<file path="src/rtl/uart_pkg.sv">
// Shared UART definitions: parity mode encoding and the 3-bit FSM state encoding
// used by both ends of the half-duplex link.
package uart_pkg;

    localparam logic [1:0] UART_PAR_NONE = 2'b00;
    localparam logic [1:0] UART_PAR_EVEN = 2'b01;
    localparam logic [1:0] UART_PAR_ODD  = 2'b10;

    typedef enum logic [2:0] {
        ST_IDLE   = 3'd0,
        ST_START  = 3'd1,
        ST_DATA   = 3'd2,
        ST_PARITY = 3'd3,
        ST_STOP   = 3'd4,
        ST_BREAK  = 3'd5
    } uart_state_e;

    // The reserved code 2'b11 behaves like "no parity".
    function automatic logic par_enabled(input logic [1:0] mode);
        return (mode == UART_PAR_EVEN) || (mode == UART_PAR_ODD);
    endfunction

endpackage

</file>
<file path="src/rtl/uart_rx_frame_if.sv">
// Line-side and byte-side signals of the UART frame receiver.
// master = the host/line driver, slave = the receiver.
interface uart_rx_frame_if;
    logic       rx;
    logic [1:0] rx_mode;
    logic [7:0] dout;
    logic       done;
    logic       parity_err;
    logic       frame_err;
    logic       busy;

    modport master (
        output rx, rx_mode,
        input  dout, done, parity_err, frame_err, busy
    );

    modport slave (
        input  rx, rx_mode,
        output dout, done, parity_err, frame_err, busy
    );
endinterface

</file>
<file path="src/rtl/uart_sync2.sv">
// Generic 2-flop synchronizer for asynchronous single-bit inputs; both flops
// load RST_VAL on a synchronous active-low reset.
module uart_sync2 #(
    parameter logic RST_VAL = 1'b1
) (
    input  logic clk,
    input  logic rst,
    input  logic d,
    output logic q
);
    logic meta;

    always_ff @(posedge clk) begin
        if (!rst) begin
            meta <= RST_VAL;
            q    <= RST_VAL;
        end else begin
            meta <= d;
            q    <= meta;
        end
    end
endmodule

</file>
<file path="src/rtl/uart_rx_frame.sv">
// UART frame receiver: start-bit validation, 8 data bits LSB-first sampled at
// mid-bit, optional parity, stop check, and a one-cycle done strobe with flags.
module uart_rx_frame
    import uart_pkg::*;
#(
    parameter int CLKS_PER_BIT = 16
) (
    input  logic            clk,
    input  logic            rst,
    uart_rx_frame_if.slave  bus
);
    localparam int CW = (CLKS_PER_BIT > 2) ? $clog2(CLKS_PER_BIT) : 2;
    localparam logic [CW-1:0] CNT_HALF = CW'(CLKS_PER_BIT / 2 - 1);
    localparam logic [CW-1:0] CNT_LAST = CW'(CLKS_PER_BIT - 1);

    uart_state_e   state;
    logic [CW-1:0] cnt;
    logic [2:0]    bit_idx;
    logic [7:0]    shreg;
    logic [1:0]    mode_q;
    logic          perr_q;
    logic          rx_s;
    logic          par_exp;

    uart_sync2 #(.RST_VAL(1'b1)) u_sync (
        .clk (clk),
        .rst (rst),
        .d   (bus.rx),
        .q   (rx_s)
    );

    assign par_exp = (^shreg) ^ (mode_q == UART_PAR_ODD);

    always_ff @(posedge clk) begin
        if (!rst) begin
            state          <= ST_IDLE;
            cnt            <= '0;
            bit_idx        <= '0;
            shreg          <= '0;
            mode_q         <= UART_PAR_NONE;
            perr_q         <= 1'b0;
            bus.dout       <= 8'h00;
            bus.done       <= 1'b0;
            bus.parity_err <= 1'b0;
            bus.frame_err  <= 1'b0;
            bus.busy       <= 1'b0;
        end else begin
            bus.done       <= 1'b0;
            bus.parity_err <= 1'b0;
            bus.frame_err  <= 1'b0;
            case (state)
                ST_IDLE: begin
                    cnt    <= '0;
                    mode_q <= bus.rx_mode;
                    perr_q <= 1'b0;
                    if (!rx_s) begin
                        state    <= ST_START;
                        bus.busy <= 1'b1;
                    end
                end
                ST_START: begin
                    if (cnt == CNT_HALF) begin
                        cnt <= '0;
                        // A line that is high again at mid-start was only a glitch.
                        if (rx_s) begin
                            state    <= ST_IDLE;
                            bus.busy <= 1'b0;
                        end else begin
                            state   <= ST_DATA;
                            bit_idx <= '0;
                        end
                    end else begin
                        cnt <= cnt + 1'b1;
                    end
                end
                ST_DATA: begin
                    if (cnt == CNT_LAST) begin
                        cnt            <= '0;
                        shreg[bit_idx] <= rx_s;
                        if (bit_idx == 3'd7)
                            state <= par_enabled(mode_q) ? ST_PARITY : ST_STOP;
                        else
                            bit_idx <= bit_idx + 1'b1;
                    end else begin
                        cnt <= cnt + 1'b1;
                    end
                end
                ST_PARITY: begin
                    if (cnt == CNT_LAST) begin
                        cnt    <= '0;
                        perr_q <= (rx_s != par_exp);
                        state  <= ST_STOP;
                    end else begin
                        cnt <= cnt + 1'b1;
                    end
                end
                ST_STOP: begin
                    if (cnt == CNT_LAST) begin
                        cnt            <= '0;
                        bus.dout       <= shreg;
                        bus.done       <= 1'b1;
                        bus.parity_err <= perr_q;
                        bus.frame_err  <= ~rx_s;
                        // A low stop bit parks in BREAK so a held-low line cannot retrigger.
                        if (rx_s) begin
                            state    <= ST_IDLE;
                            bus.busy <= 1'b0;
                        end else begin
                            state <= ST_BREAK;
                        end
                    end else begin
                        cnt <= cnt + 1'b1;
                    end
                end
                ST_BREAK: begin
                    if (rx_s) begin
                        state    <= ST_IDLE;
                        bus.busy <= 1'b0;
                    end
                end
                default: begin
                    state    <= ST_IDLE;
                    bus.busy <= 1'b0;
                end
            endcase
        end
    end
endmodule

</file>
<file path="src/flat_wrapper.sv">
// flat-port wrapper written by rule: the top's interface ports become plain ports
module uart_rx_frame_flat import uart_pkg::*;
#(
    parameter int CLKS_PER_BIT = 16
)
  (clk, rst, bus_rx, bus_rx_mode, bus_dout, bus_done, bus_parity_err, bus_frame_err, bus_busy);
  uart_rx_frame_if bus_i ();
  input  logic clk;
  input  logic rst;
  input wire logic [$bits(bus_i.rx)-1:0] bus_rx;
  input wire logic [$bits(bus_i.rx_mode)-1:0] bus_rx_mode;
  output wire logic [$bits(bus_i.dout)-1:0] bus_dout;
  output wire logic [$bits(bus_i.done)-1:0] bus_done;
  output wire logic [$bits(bus_i.parity_err)-1:0] bus_parity_err;
  output wire logic [$bits(bus_i.frame_err)-1:0] bus_frame_err;
  output wire logic [$bits(bus_i.busy)-1:0] bus_busy;
  assign bus_i.rx = bus_rx;
  assign bus_i.rx_mode = bus_rx_mode;
  assign bus_dout = bus_i.dout;
  assign bus_done = bus_i.done;
  assign bus_parity_err = bus_i.parity_err;
  assign bus_frame_err = bus_i.frame_err;
  assign bus_busy = bus_i.busy;
  uart_rx_frame #(.CLKS_PER_BIT(CLKS_PER_BIT)) u_core (.clk(clk), .rst(rst), .bus(bus_i));
endmodule
</file>
<file path="config.mk">
export PLATFORM = sky130hd
export DESIGN_NAME = uart_rx_frame_flat
export DESIGN_NICKNAME = d
export VERILOG_FILES = /design/src/rtl/uart_pkg.sv /design/src/rtl/uart_rx_frame_if.sv /design/src/rtl/uart_sync2.sv /design/src/rtl/uart_rx_frame.sv /design/src/flat_wrapper.sv
export SDC_FILE = /design/constraint.sdc
export NUM_CORES = 1
export LEC_CHECK = 0
export CAP_MARGIN = 5
export CORE_ASPECT_RATIO = 0.7
export CORE_MARGIN = 5
export CORE_UTILIZATION = 35
export CTS_CLUSTER_DIAMETER = 50
export DETAILED_ROUTE_END_ITERATION = 8
export PLACE_DENSITY = 0.52
export RECOVER_POWER = 50
export SETUP_SLACK_MARGIN = 0.15
export SLEW_MARGIN = 20
export SYNTH_ARGS = -nofsm -noshare
export SYNTH_HDL_FRONTEND = slang
export SYNTH_HIERARCHICAL = 1
export SYNTH_SLANG_ARGS = --single-unit
</file>
<file path="constraint.sdc">
create_clock -name clk -period 4.65 [get_ports clk]
set_input_delay 0.6975 -clock clk [delete_from_list [all_inputs] [get_ports clk]]
set_output_delay 0.6975 -clock clk [all_outputs]
set_load 0.02 [all_outputs]
</file>
==> results.md <==
* Adder-cell area share of the yosys netlist at 2.78%
* Initial Utilization at 36.9%
* Synth Instances at around 200
* First-pass GRT wire length at 6420 um
* WP data required at 4.83 ns
* Maximum level of the CTS H-tree at 2
* Total internal power at around 0.5 mW
* Count of flip-flops with a built-in enable after synthesis at 0
* Number of DRC markers after the initial detailed-route iteration at approximately 110
* Average instance area after synthesis at 9.06 um^2
* Share of the clock period used by the worst path after layout at 47.0%
* RD Place Congestion at between 0.7 and 0.8
* Fin crit period at between 2 and 2.5 ns
* Proportion of power drawn by combinational gates at 24.0%
* Flop-to-flop setup slack at 2.54 ns
* Post-cts sizing count at 0
* Clock buffers created by TritonCTS at 5
* Maximum fanout encountered on the critical timing path at 30
* Sum of net half-perimeters after detailed placement at 2580 um
* Synthesized-area fraction occupied by ao, oa, aoi and oai cells at 12.6%
* Total length of routed wires at 3680 um
* Arr. time, crit path at 2.36 ns
* Clock Sinks at 35
* Relative contribution of the clock network to total power at 27.9%
* Clock tree from TritonCTS: built
* Final #Nets at around 220
* Vert. Die Dim at 70.1 um
* Syn Std Cell Area at 1800 um^2
* Synth Flop Type: sky130_fd_sc_hd__dfxtp_1
* CTS clock-pin slew for the worst setup and hold paths at ~0.07 ns
* Filler cell count at ~500
* Floorplan die area at 6710 um^2
* Unrepaired setup endpoints after global routing: false
* Master cell of the clock root buffer: sky130_fd_sc_hd__clkbuf_8
* Worst setup slack after layout at around 2.5 ns
* Register area at about 700 um^2
* Cell accounting for the most synthesized area: sky130_fd_sc_hd__dfxtp_1
* Final-report setup violation count at 0
* Most used standard cells in the synthesized netlist: sky130_fd_sc_hd__dfxtp_1 (35), sky130_fd_sc_hd__nor2_1 (24), sky130_fd_sc_hd__mux2i_1 (16)
* Number of DRC violations after detailed routing at 0
* DR vias/cell at 4.85
* Count of input and output buffers at 16
* Worst Setup Path Type: in -> reg
* Hold worst-path end: u_core/u_sync/q$_SDFF_PN1_
* Simple-Gate Fraction of Synth Area at 24.1%
* Inserted Diodes at 0
* Total negative slack at 0 ns
* Syn. warnings at 6
* Area taken by multi-input logic gates at 995 um^2
* Share of synthesized area spent on multiplexers at slightly above 10%
* P per Cell Area at 364 nW/um^2
* Detailed-route via count at between 1,000 and 1,500
* Xor and xnor fraction of the mapped netlist area at under 10%
* Relative slew margins at 35.3%
* Cells on Worst Hold Path at 1
* Logic depth of the worst register-to-register path at 5
* Total of flip-flops plus latches after synthesis at 35
* Startpoint kind of the worst setup timing path: primary input
* Reg2reg start: u_core/state[0]$_SDFFE_PN0P_
* Number of max-cap violations at 0
* Number of optimization iterations in the first detailed-route pass at 4
* Hold path start: u_core/u_sync/meta$_SDFF_PN1_
* Sequential share of power at 48.1%
* Area growth, synth to finish at 13.0%
* Sort of element at the end of the critical path: register
* Yosys top cell area share at 38.9%
* Hold buffers post-CTS at 0
* Core area at 4890 um^2
* Fraction of registers with async set or reset after synthesis at 0%
* Maximum clock frequency at 0.458 GHz
* Number of antenna violations at the first check in global routing at 0
* Post-CTS setup buffers at 0
* Type of the most critical hold path: reg -> reg
* Via count of the first global-routing pass at 1,292
* Layout cell share with drive strength beyond 1 at 8.10%
* Overall Global Routing Usage at between 10% and 20%
* Count of final hold-check violations at 0
* Synth area leaders: sky130_fd_sc_hd__dfxtp_1 (39%), sky130_fd_sc_hd__mux2i_1 (8.9%), sky130_fd_sc_hd__nor2_1 (5.0%)
* Post-route cell area at 2040 um^2
* Core occupancy in the finished layout at 41.7%
* Placed cell area at 1960 um^2
* Longest Clk Path Bufs at 2
* Overall die width at between 90 and 100 um
* Per-cell routed wire length at 13.2 um
* Post-synthesis cell type count at 48
* Largest net degree at the start of global routing at 31
* Reg-to-reg critical path endpoint: u_core/state[0]$_SDFFE_PN0P_
* Most used standard cell by instance count after synthesis: sky130_fd_sc_hd__dfxtp_1
* Largest family of logic cells by synthesized area: simple AND/OR/NAND/NOR gates
* Final worst clock skew at ~0.0048 ns
* Peak supply drop at 0.000117 V
* Net count of the mapped netlist at 208
* Tightest Pin Transition at 0.970 ns
* Worst-Skew Late Latency at 0.28 ns
* Post-DRT Antenna Nets at 0
* Number of ports placed on the die boundary at 17
* Number of placement rows at 21
* Proportion of synthesized chip area in sequential cells at about two fifths
* Outcome: finished clean
* Slew Viols, Final at 0
* Net load switching power at about 0.24 mW
* Net switching share of the total power at 32.2%
* Global-route congestion overflow total at 0
* Standby leakage power at 0.870 nW
* Worst slack, placed at about 2.2 ns
[layer usage]
metal	share of wire, %	global-route usage [%]
met1	56	18.8
met2	40	15.8
met3	4.1	3.65
met4	0.44	2.84
met5	0	0
[logic make-up after synthesis]
group / after synthesis
AO/OA/AOI/OAI: 32
XOR/XNOR: 10
adder cells (fa/ha/maj): 4
buffers and inverters: 17
flip-flops: 35
multiplexers: 18
AND/OR/NAND/NOR: 83
[power by group through the flow]
stage	sequential, mW	combinational, mW	clock (mW)
floorplan	0.330	0.184	0
global placement	0.362	0.178	0
detailed placement	0.362	0.181	0
CTS	0.356	0.183	0.218
global route	0.361	0.198	0.233
finish	0.357	0.178	0.207
[flip-flops by register name (all words and copies together), names as in the netlist]
name	count
u_core/bus.frame_err	1
u_core/bit_idx	3
u_core/perr_q	1
u_core/shreg	8
u_core/u_sync/q	1
u_core/cnt	4
u_core/bus.dout	8
u_core/state	3
u_core/bus.done	1
u_core/bus.busy	1
u_core/mode_q	2
u_core/u_sync/meta	1
u_core/bus.parity_err	1
[layout by cell type, fill, tap and decap left out, drive strengths merged, types with 3 or more instances in the layout]
| master | count |
|---|---|
| dlygate4sd3 | 13 |
| nand4 | 3 |
| ha | 4 |
| inv | 4 |
| o21ai | 8 |
| clkdlybuf4s50 | 3 |
| mux2i | 16 |
| and2 | 5 |
| o211ai | 4 |
| a21oi | 11 |
| dfxtp | 35 |
| nand2b | 8 |
| xnor2 | 7 |
| nor2 | 25 |
| nand2 | 14 |
| nand3 | 10 |
| nor3 | 7 |
| clkbuf | 7 |
[metrics by stage]
step | power [mW] | instances | hold WS, ns
floorplan | 0.514 | 199 | 0.386
global placement | 0.540 | 271 | 0.398
detailed placement | 0.544 | 271 | 0.397
CTS | 0.756 | 279 | 0.413
global route | 0.791 | 279 | 0.451
finish | 0.742 | 279 | 0.406
[critical path, cell delays in order]
cell and delay, ns:
sky130_fd_sc_hd__dlygate4sd3_1 0.60, sky130_fd_sc_hd__inv_1 0.73, sky130_fd_sc_hd__nor2_1 0.13, sky130_fd_sc_hd__and2_1 0.19
[worst max path at each step]
| stage | from | to | slack, ns | cells after the start |
|---|---|---|---|---|
| floorplan | u_core/bit_idx[0]$_SDFFE_PN0P_ | u_core/bit_idx[0]$_SDFFE_PN0P_ | 2.95 | 7 |
| global placement | rst | u_core/bus.parity_err$_SDFF_PN0_ | 2.30 | 4 |
| detailed placement | rst | u_core/bus.parity_err$_SDFF_PN0_ | 2.25 | 4 |
| CTS | rst | u_core/bus.parity_err$_SDFF_PN0_ | 2.54 | 4 |
| global route | rst | u_core/bus.parity_err$_SDFF_PN0_ | 2.28 | 4 |
| finish | rst | u_core/bus.parity_err$_SDFF_PN0_ | 2.47 | 4 |
[area by class of cell]
class | count | share of cell area (%)
clock buffer | 7 | 3.74
clock inverter | 1 | 0.246
inverter | 4 | 0.737
sequential | 35 | 34.4
tap | 69 | 4.24
multi-input combinational | 147 | 48.8
timing repair buffer | 16 | 7.86
Note: power is estimated with default switching activity, not from simulation.
